`src/rtl/bm_dag1_result_fifo.sv`:
```
// Result collector for the {out1, out0} pair: DEPTH-entry circular FIFO with a
// valid/ready drain side, dropped-write counting, and optional parity (DAG1_PARITY_EN).
module bm_dag1_result_fifo #(
    parameter int BITS  = 2,
    parameter int DEPTH = 4,
    parameter int AW    = 2
) (
    input  logic            clock,
    input  logic            reset,
    input  logic            in_valid,
    input  logic [BITS-1:0] res0,
    input  logic            res1,
    output logic            in_ready,
    output logic            out_valid,
    input  logic            out_ready,
    output logic [BITS:0]   out_data,
    output logic [AW:0]     count,
    output logic [7:0]      drop_cnt,
`ifdef DAG1_PARITY_EN
    output logic            out_par,
`endif
    output logic            overflow
);

    localparam logic [AW:0] FULL_CNT = (AW+1)'(DEPTH);

    function automatic logic calc_par(input logic [BITS:0] data);
        return ^data;
    endfunction

    logic [BITS:0]   mem_r [DEPTH];
    logic [AW-1:0]   wr_ptr_r;
    logic [AW-1:0]   rd_ptr_r;
    logic [AW:0]     count_r;
    logic [7:0]      drop_cnt_r;
    logic            overflow_r;
    logic            push_s;
    logic            pop_s;
    logic            drop_s;
    logic            in_ready_s;
    logic            out_valid_s;
    logic [BITS:0]   wr_data_s;
    logic [BITS:0]   out_data_s;
`ifdef DAG1_PARITY_EN
    logic            par_mem_r [DEPTH];
    logic            out_par_s;
`endif

    // Handshake decode; full and empty come from the occupancy count alone.
    always_comb begin
        in_ready_s  = (count_r != FULL_CNT);
        out_valid_s = (count_r != {(AW+1){1'b0}});
        push_s      = in_valid & in_ready_s;
        pop_s       = out_valid_s & out_ready;
        drop_s      = in_valid & ~in_ready_s;
        wr_data_s   = {res1, res0};
    end

    // Storage write; contents are don't-care after reset so no reset term.
    always_ff @(posedge clock) begin
        if (push_s) begin
            mem_r[wr_ptr_r] <= wr_data_s;
`ifdef DAG1_PARITY_EN
            par_mem_r[wr_ptr_r] <= calc_par(wr_data_s);
`endif
        end
    end

    // Pointers, occupancy, and drop bookkeeping; reset overrides any transfer.
    always_ff @(posedge clock) begin
        if (reset) begin
            wr_ptr_r   <= {AW{1'b0}};
            rd_ptr_r   <= {AW{1'b0}};
            count_r    <= {(AW+1){1'b0}};
            drop_cnt_r <= 8'd0;
            overflow_r <= 1'b0;
        end else begin
            if (push_s) begin
                wr_ptr_r <= wr_ptr_r + AW'(1);
            end
            if (pop_s) begin
                rd_ptr_r <= rd_ptr_r + AW'(1);
            end
            case ({push_s, pop_s})
                2'b10:   count_r <= count_r + (AW+1)'(1);
                2'b01:   count_r <= count_r - (AW+1)'(1);
                default: count_r <= count_r;
            endcase
            if (drop_s) begin
                overflow_r <= 1'b1;
                if (drop_cnt_r != 8'hFF) begin
                    drop_cnt_r <= drop_cnt_r + 8'd1;
                end
            end
        end
    end

    // Head-of-queue view; forced to zero when empty, never bypassed from the input.
    always_comb begin
        if (out_valid_s) begin
            out_data_s = mem_r[rd_ptr_r];
        end else begin
            out_data_s = {(BITS+1){1'b0}};
        end
`ifdef DAG1_PARITY_EN
        if (out_valid_s) begin
            out_par_s = par_mem_r[rd_ptr_r];
        end else begin
            out_par_s = 1'b0;
        end
`endif
    end

    assign in_ready  = in_ready_s;
    assign out_valid = out_valid_s;
    assign out_data  = out_data_s;
    assign count     = count_r;
    assign drop_cnt  = drop_cnt_r;
    assign overflow  = overflow_r;
`ifdef DAG1_PARITY_EN
    assign out_par   = out_par_s;
`endif

endmodule
```
`config.mk`:
```
export PLATFORM = sky130hd
export DESIGN_NAME = bm_dag1_result_fifo
export DESIGN_NICKNAME = d
export VERILOG_FILES = /design/src/rtl/bm_dag1_result_fifo.sv
export SDC_FILE = /design/constraint.sdc
export NUM_CORES = 1
export LEC_CHECK = 0
export CORE_ASPECT_RATIO = 1.2
export CORE_MARGIN = 10
export CORE_UTILIZATION = 47
export CTS_CLUSTER_SIZE = 8
export DETAILED_ROUTE_END_ITERATION = 16
export PLACE_DENSITY = 0.75
export SETUP_SLACK_MARGIN = 0.02
export SLEW_MARGIN = 20
export SYNTH_ARGS = -nofsm -noshare
export SYNTH_HDL_FRONTEND = slang
export SYNTH_SLANG_ARGS = --single-unit
export TNS_END_PERCENT = 5
```
`constraint.sdc`:
```
create_clock -name clock -period 2.6 [get_ports clock]
set_clock_uncertainty 0.15 [all_clocks]
set_input_delay 0.52 -clock clock [delete_from_list [all_inputs] [get_ports clock]]
set_output_delay 0.52 -clock clock [all_outputs]
set_load 0.05 [all_outputs]
```
Word-level counts from Yosys, hierarchy flattened
Memory sizes are Yosys's and may differ from the RTL's. A register that Yosys moved wholly into a read port is not among the register bits.
Cells that the tools add are included.
{"block": "totals", "reg_bits": 16, "latch_bits": 0, "ram_bits": 12, "mem_bits_ro": 0, "in_bits": 7, "output_inout_bits": 17, "word_cells": 28, "mem_count": 1}
{"block": "op_classes", "addsub": 5, "mul": 0, "div": 0, "n_lt_le_gt_ge": 0, "n_eq_ne": 4, "n_shift": 0, "mux": 6, "bitwise": 4, "n_reduce_logical": 3}
{"memory": "mem_r", "words": 4, "width": 3, "rd": 1, "rd_clocked_by_memory_dff": 1, "wr": 1, "line_no": "31", "text": "logic [BITS:0] mem_r [DEPTH];"}
{"cell": "8-bit by 1-bit adder with 8-bit output (second input constant)", "count": 1}
{"cell": "8-bit inequality test (second input constant)", "count": 1}
{"cell": "3-bit case mux with 2 select lines", "count": 1}
{"cell": "2-bit by 1-bit adder with 2-bit output (second input constant)", "count": 2}
{"cell": "2-bit 2-to-1 mux", "count": 2}
{"cell": "3-bit by 1-bit adder with 3-bit output (second input constant)", "count": 1}
{"cell": "1-bit bitwise AND", "count": 3}
{"cell": "3-bit 2-to-1 mux", "count": 1}
{"cell": "3-bit inequality test (second input constant)", "count": 1}
{"cell": "3-bit nonzero test", "count": 1}
{"cell": "3-bit by 1-bit subtractor with 3-bit output (second input constant)", "count": 1}
{"cell": "2-bit by 1-bit == test with 1-bit output (second input constant)", "count": 1}
{"cell": "2-bit == test (second input constant)", "count": 1}
{"cell": "1-bit 2-to-1 mux", "count": 2}
{"cell": "2-bit AND reduction", "count": 1}
{"cell": "2-bit nonzero test", "count": 1}
{"cell": "1-bit inverter", "count": 1}

Logic depth before layout (Yosys ltp)
Gate-level depths: netlist of run 1.
{"block": "logic_depth", "word_depth": 4, "ltp_mapped": 10, "mapped_depth_nobuf": 8}

Worst setup path before layout of run 1
OpenSTA, ideal clock, no wires.
{"block": "synth_path", "path_kind": "reg-to-reg", "startpoint": "register count_r[2], in the netlist count[2]", "endpoint": "register count_r[2], in the netlist count[2]", "setup_ps": 71, "arrival_ps": 2550, "required_ps": 2379, "setup_slack_ps": -171, "stages_incl_launch_ff": 10, "path_buffers": 1, "synth_period_minus_slack_ps": 2771, "cell_sequence": "dfxtp_1 or3b_1 buf_6 nand2_1 ha_1 inv_1 fa_1 xor2_1 or3_1 a21oi_1"}
{"block": "synth_between", "elab_chain_cells": 4, "elab_cells_between_ends": 10, "classes_between": "2 x add/sub; 3 x eq/ne; 1 x mux; 2 x bitwise; 2 x reduce/logical"}
{"item": "start: declaration", "line_no": "34", "text": "logic [AW:0] count_r;"}
{"item": "start signal: assignment", "line_no": "74", "text": "count_r <= {(AW+1){1'b0}};"}
{"item": "start signal: assignment", "line_no": "85", "text": "2'b10: count_r <= count_r + (AW+1)'(1);"}
{"item": "start signal: assignment", "line_no": "86", "text": "2'b01: count_r <= count_r - (AW+1)'(1);"}
{"item": "3-bit inequality test (*)", "line_no": "51", "text": "in_ready_s = (count_r != FULL_CNT);"}
{"item": "via in_ready", "line_no": "13", "text": "output logic in_ready,"}
{"item": "1-bit bitwise AND (*)", "line_no": "53", "text": "push_s = in_valid & in_ready_s;"}
{"item": "2-bit by 1-bit == test with 1-bit output or 2-bit == test (tied branches)", "line_no": "84", "text": "case ({push_s, pop_s})"}
{"item": "3-bit case mux with 2 select lines or 2-bit nonzero test (tied branches)"}
Mark *: on every way through the listed nets, which the timed path passes. The rest lies on a longest branch.
A chain may end at the register's enable or synchronous reset.

Worst setup path in the final report of run 1
{"block": "layout_path", "startpoint": "register count_r[0], in the netlist count[0]", "endpoint": "register count_r[2], in the netlist count[2]"}
{"block": "layout_between", "elab_chain_cells": 4, "elab_cells_between_ends": 10, "classes_between": "2 x add/sub; 3 x eq/ne; 1 x mux; 2 x bitwise; 2 x reduce/logical"}
{"item": "3-bit inequality test or 3-bit nonzero test (tied branches)", "line_no": "51, 52"}
{"item": "1-bit bitwise AND, on equally long branches", "line_no": "53, 54"}
{"item": "2-bit by 1-bit == test with 1-bit output or 2-bit == test (tied branches)", "line_no": "84"}
{"item": "3-bit case mux with 2 select lines or 2-bit nonzero test (tied branches)"}
Parallel ways exist; a longest one is shown, timed or not.

==> results of run 1 <==
## state kept, by name, summed over array words and instances, names as in the netlist, named ones only
signal / count
overflow: 1
drop_cnt: 8
wr_ptr_r: 2
mem_r: 12
rd_ptr_r: 2
count: 3
## synth_stat cells
library cell	count
nand2_1	2
nor3b_1	1
o31ai_1	2
and4_1	2
nor2b_1	5
or3_1	1
and2_1	3
mux4_2	3
buf_4	1
o311ai_0	1
mux2i_1	1
a21o_1	2
nor2_1	10
edfxtp_1	12
a311oi_1	3
or4_1	1
and4bb_2	1
nand2b_1	2
a21oi_1	6
dfxtp_1	18
and3_1	6
nor3_1	1
clkbuf_1	3
buf_1	1
xor2_1	4
o21ai_0	1
buf_6	2
or3b_1	1
fa_1	1
a31oi_1	3
inv_1	8
mux2_2	2
a21oi_2	1
ha_1	6
nand4bb_4	1
nand3_1	4
a211oi_1	3
## cell families (layout without fill, tap and decap cells)
group           count (synthesis)  count (layout)  share of synthesized area, %
fa+ha+maj                       7               7                          6.63
xor+xnor                        4               4                          2.44
flops                          30              30                          50.3
buf+inv                        15              45                          5.24
mux                             6               6                          6.98
simple gates                   41              41                          18.0
compound gates                 22              22                          10.5
## worst min-delay path: stages, from the launching register on
cell and delay, ns:
dfxtp_1 0.34, nor2_1 0.05, nor2_1 0.07
## timing repair
item | 4_1_cts | 5_1_grt
resized for setup | 1 | 1
hold buffers | 0 | 0
cloned | 0 | 0
setup endpoints to repair | 1 | 1
## area by class of cell
| class | instances | area share [%] |
|---|---|---|
| clock inverter | 3 | 2.25 |
| inverter | 8 | 1.69 |
| timing repair buffer | 29 | 15.1 |
| sequential | 30 | 40.6 |
| multi-input combinational | 80 | 35.8 |
| tap | 34 | 2.39 |
| clock buffer | 5 | 2.11 |
## through the flow
step | hold WS, ns | std cells | total power [mW]
finish | 0.338 | 189 | 1.71
global route | 0.373 | 189 | 1.82
CTS | 0.345 | 189 | 1.74
detailed placement | 0.323 | 181 | 1.38
global placement | 0.300 | 181 | 1.37
floorplan | 0.335 | 125 | 1.15
## routing by layer
layer,vias up,part of all wire [%]
met4,0,1.6
met5,-,0
met1,478,41
met3,6,6.1
li1,515,-
met2,24,51
## power groups by stage
stage          clock (mW)  combinational (mW)  sequential (mW)
6_report            0.358               0.746            0.606
5_1_grt             0.391               0.814            0.618
4_1_cts             0.369               0.760            0.610
3_5_place_dp            0               0.761            0.620
3_3_place_gp            0               0.752            0.617
2_1_floorplan           0               0.456            0.698
## worst paths after layout
check / endpoint / cells after the start / slack [ns]
worst max-delay path: count[2] / 8 / 0.21
worst min-delay path: overflow / 2 / 0.34
worst max register to register: count[2] / 8 / 0.21
worst min register to register: overflow / 2 / 0.34
==> results.py, run 1 <==
metrics = {
    "critical_path": {
        "path_cells": "or3b_1 > nand2_1 > ha_1 > inv_1 > fa_1 > xor2_1 > or3_1 > a21oi_1",
        "worstReg2RegStart": "count[0]",
        "crit_family": "simple AND/OR/NAND/NOR gates",
        "cp_slowest_cell": "or3b_1",
        "critPathCaptureType": "register",
        "worstSetupStartpoint": "count[0]",
        "critPathBufInv": 1,
        "critical_path_class": "register to register",
        "worstPathRequired_ns": 2.70,
        "cp-start-kind": "register",
        "crit_arrival_ns": 2.50,
        "cp_max_fo": 9,
        "max_stage_delay_ns": 0.46,
    },
    "layout": {
        "fill_cells": 232,
        "synthToLayoutAreaGrowth_pct": 24.2,
        "final_common_cell": "clkdlybuf4s50_1",
        "final_layout_size_suffix_gt1_share_pct": 17.4,
        "fin_nets": 168,
        "diodes": 0,
        "fin_area_um2": 1780,
        "layout_common_cells": "18 x clkdlybuf4s50_1, 16 x dfxtp_1, 12 x edfxtp_1",
        "register_area_um2": 723,
        "post-route-util_pct": 62.2,
        "multi_input_area_um2": 638,
    },
    "placed_design": {
        "dpl_worst_slack_ns": -0.0130,
        "gp_congestion": 0.785,
        "dpl.hpwl_um": 2090,
        "placed_area_um2": 1700,
        "portBuffers": 23,
    },
    "cts": {
        "clock_sinks": 30,
        "cts_tree": "yes",
        "clk_pin_slew_ns": 0.10,
        "postCtsSetupBuffers": 0,
        "clock_latency_ns": 0.33,
        "cts-htree-levels": 2,
        "cts_root_buf": "clkbuf_4",
        "cts_inserted_buffers": 5,
        "cts.path.max_buffers": 2,
    },
    "min_path": {
        "hp-class": "register to register",
        "min-delay-start": "overflow",
    },
    "synthesis": {
        "synthDominantCellAreaShare_pct": 25.1,
        "synth_area_per_cell_um2": 11.5,
        "syn_area_um2": 1430,
        "yosysSeqAreaShare_pct": 50.3,
        "synth.distinct_cells": 37,
        "synth.area.top_cells": "dfxtp_1 25%, edfxtp_1 25%, ha_1 5.2%, mux4_2 4.7%, and3_1 2.6%",
        "ys_ff_latch": 30,
        "synth_area_leader_cell": "dfxtp_1",
        "syn_nets": 139,
        "yosysWarnings": 0,
        "syn_inst": 125,
    },
    "die": {
        "initial_utilization_pct": 50.1,
        "ioPinCount": 24,
        "core_area_um2": 2860,
        "die_w_um": 70.4,
        "dieArea_um2": 5670,
        "dieHeight_um": 80.5,
        "num_rows": 21,
    },
    "timing": {
        "relSlewSlack_pct": 65.7,
        "final.period_utilization_pct": 92.1,
        "finalCriticalPeriod_ns": 2.39,
        "hold_viol_final": 0,
        "tightest_slew_ns": 0.513,
        "fmax_ghz": 0.418,
        "finalSetupViolCount": 0,
        "finalSetupTns_ns": 0,
        "drv_slew": 0,
        "grt_setup_unrepaired": "false",
        "setup_ws_ns": 0.206,
    },
    "routing": {
        "dr_total_vias": 1023,
        "viasPerCell": 5.41,
        "wl_um": 2740,
        "first_iter_violations": 41,
        "drc": 0,
        "drt_pass1_iterations": 4,
        "wl_per_cell_um": 14.5,
        "drtAntennaViolNets": 0,
    },
    "outcome": {
        "outcome": "finished clean",
    },
    "flow_run": {
        "maxCapViolations": 0,
    },
    "global_route": {
        "grt_start_max_net_pins": 13,
        "track_usage_pct": 10.3,
        "grt.busiest_layer": "met2",
        "use_met3_pct": 4.55,
        "grt_antenna_before_repair": 0,
        "grt_overflow": 0,
        "met1_usage_pct": 10.5,
        "use_met2_pct": 17.3,
        "grt_pass1_wl_um": 4710,
        "grt_pass1_vias": 1028,
    },
    "pwr": {
        "swShare_pct": 38.9,
        "peakVddDrop_mv": 0.853,
        "power_leakage_nw": 0.678,
        "power_frac_seq_pct": 35.5,
        "pwr-share-comb_pct": 43.6,
        "switchingPower_mw": 0.665,
        "clock_power_share_pct": 20.9,
        "power_density_nw_per_um2": 961,
        "internal-power_mw": 1.05,
    },
}
No activity file was read; power rests on OpenSTA's default activity.
==> inputs of run 2 (changes only) <==
- MAX_ROUTING_LAYER: default -> met4
==> run 2 against run 1 <==
Net effect:
- sequential power hardly changed
- maximum frequency barely moved
- non-clock buffer count did not move
- register-to-register slack is essentially flat
- wire length fell by 0.22%
- clock power hardly changed
- worst hold slack about the same
- sequential cell count unchanged
- setup slack worse by 0.0013 ns
- largest cell class unchanged
- sequential share of layout area did not move
- critical path depth did not move
- global-route usage grew 0.29 points
==> results.py, run 2 (synthesis results as in run 1) <==
metrics = {
    "cts": {
        "cts.path.max_buffers": 2,
        "cts_root_buf": "clkbuf_4",
        "cts_inserted_buffers": 5,
        "clock_sinks": 30,
        "cts_tree": "yes",
        "clk_pin_slew_ns": 0.10,
        "postCtsSetupBuffers": 0,
        "cts-htree-levels": 2,
        "clock_latency_ns": 0.33,
    },
    "die": {
        "die_w_um": 70.4,
        "ioPinCount": 24,
        "dieHeight_um": 80.5,
        "initial_utilization_pct": 50.1,
        "core_area_um2": 2860,
        "num_rows": 21,
        "dieArea_um2": 5670,
    },
    "global_route": {
        "use_met2_pct": 17.3,
        "grt_overflow": 0,
        "grt.busiest_layer": "met2",
        "grt_start_max_net_pins": 13,
        "grt_antenna_before_repair": 0,
        "grt_pass1_vias": 1030,
        "met1_usage_pct": 10.9,
        "use_met3_pct": 3.81,
        "track_usage_pct": 10.6,
        "grt_pass1_wl_um": 4710,
    },
    "layout": {
        "register_area_um2": 723,
        "regMostFlops": "mem_r",
        "layout_common_cells": "18 x clkdlybuf4s50_1, 16 x dfxtp_1, 12 x edfxtp_1",
        "synthToLayoutAreaGrowth_pct": 24.2,
        "fin_nets": 168,
        "final_layout_size_suffix_gt1_share_pct": 17.4,
        "fill_cells": 232,
        "post-route-util_pct": 62.2,
        "fin_area_um2": 1780,
        "diodes": 0,
        "final_common_cell": "clkdlybuf4s50_1",
        "largest_reg_flops": 12,
        "multi_input_area_um2": 638,
    },
    "critical_path": {
        "crit_family": "simple AND/OR/NAND/NOR gates",
        "crit_arrival_ns": 2.50,
        "cp_slowest_cell": "or3b_1",
        "timing.rr.end": "count[2]",
        "critical_path_class": "register to register",
        "critPathCaptureType": "register",
        "worstReg2RegStart": "count[0]",
        "reg2reg_depth": 8,
        "max_stage_delay_ns": 0.46,
        "critPathBufInv": 1,
        "rrSetupSlack_ns": 0.20,
        "cp-start-kind": "register",
        "worstSetupStartpoint": "count[0]",
        "cp_max_fo": 9,
        "path_cells": "or3b_1 > nand2_1 > ha_1 > inv_1 > fa_1 > xor2_1 > or3_1 > a21oi_1",
        "worstPathRequired_ns": 2.70,
    },
    "pwr": {
        "internal-power_mw": 1.05,
        "swShare_pct": 38.9,
        "pwr-share-comb_pct": 43.6,
        "power_leakage_nw": 0.678,
        "peakVddDrop_mv": 0.853,
        "power_density_nw_per_um2": 961,
        "power_frac_seq_pct": 35.5,
        "switchingPower_mw": 0.665,
        "clock_power_share_pct": 21.0,
    },
    "routing": {
        "drtAntennaViolNets": 0,
        "drc": 0,
        "drt_pass1_iterations": 4,
        "wl_um": 2740,
        "first_iter_violations": 45,
        "viasPerCell": 5.41,
        "wl_per_cell_um": 14.5,
        "dr_total_vias": 1023,
    },
    "min_path": {
        "min-delay-start": "overflow",
        "worstHoldPathCells": 2,
        "whs_endpoint": "overflow",
        "hp-class": "register to register",
    },
    "placed_design": {
        "gp_congestion": 0.796,
        "portBuffers": 23,
        "dpl.hpwl_um": 2090,
        "dpl_worst_slack_ns": -0.0130,
        "placed_area_um2": 1700,
    },
    "timing": {
        "hold_ws_ns": 0.338,
        "fmax_ghz": 0.417,
        "tightest_slew_ns": 0.512,
        "drv_slew": 0,
        "setup_ws_ns": 0.204,
        "hold_viol_final": 0,
        "grt_setup_unrepaired": "false",
        "relSlewSlack_pct": 65.7,
        "finalCriticalPeriod_ns": 2.40,
        "finalSetupViolCount": 0,
        "final.period_utilization_pct": 92.1,
        "finalSetupTns_ns": 0,
    },
    "outcome": {
        "outcome": "finished clean",
    },
    "flow_run": {
        "maxCapViolations": 0,
    },
}
==> run 2: cell counts in the layout (fill, tap and decap cells not counted) <==
Identical to the previous run, type by type.
==> run 2: stage by stage <==
step,std cells,power [mW]
6_report,189,1.71
5_1_grt,189,1.82
4_1_cts,189,1.74
3_5_place_dp,181,1.38
3_3_place_gp,181,1.37
2_1_floorplan,125,1.15
==> run 2: cell type report <==
type	count	area share [%]
inverters	8	1.69
multi-input cells	80	35.8
repair buffers	29	15.1
flip-flops and latches	30	40.6
clock inverters	3	2.25
well taps	34	2.39
clock buffers	5	2.11
==> run 2: worst max path at each step <==
stage	depth (start not counted)	end
global route	8	count[2]
finish	8	count[2]
global placement	9	count[2]
floorplan	9	count[2]
CTS	4	out_valid
detailed placement	9	count[2]
==> run 2: routing by layer <==
layer  vias to the layer above  share of wire (%)
met3                         6                4.6
met1                       478                 42
met2                        24                 51
li1                        515                  -
met5                         -                  0
met4                         0                1.6
==> run 2: tightest hold or removal path, stage by stage (launching register included) <==
cell     delay [ns]
dfxtp_1        0.34
nor2_1         0.05
nor2_1         0.07
==> run 2: what timing repair did <==
item	4_1_cts	5_1_grt
setup endpoints to repair	1	1
hold buffers	0	0
gates resized for setup	1	1
pin swaps	0	0
==> run 2: power by group through the flow <==
stage	Sequential, mW	Clock, mW	Combinational, mW
finish	0.606	0.358	0.746
global route	0.618	0.391	0.814
CTS	0.610	0.369	0.760
detailed placement	0.620	0	0.761
global placement	0.617	0	0.752
floorplan	0.698	0	0.456
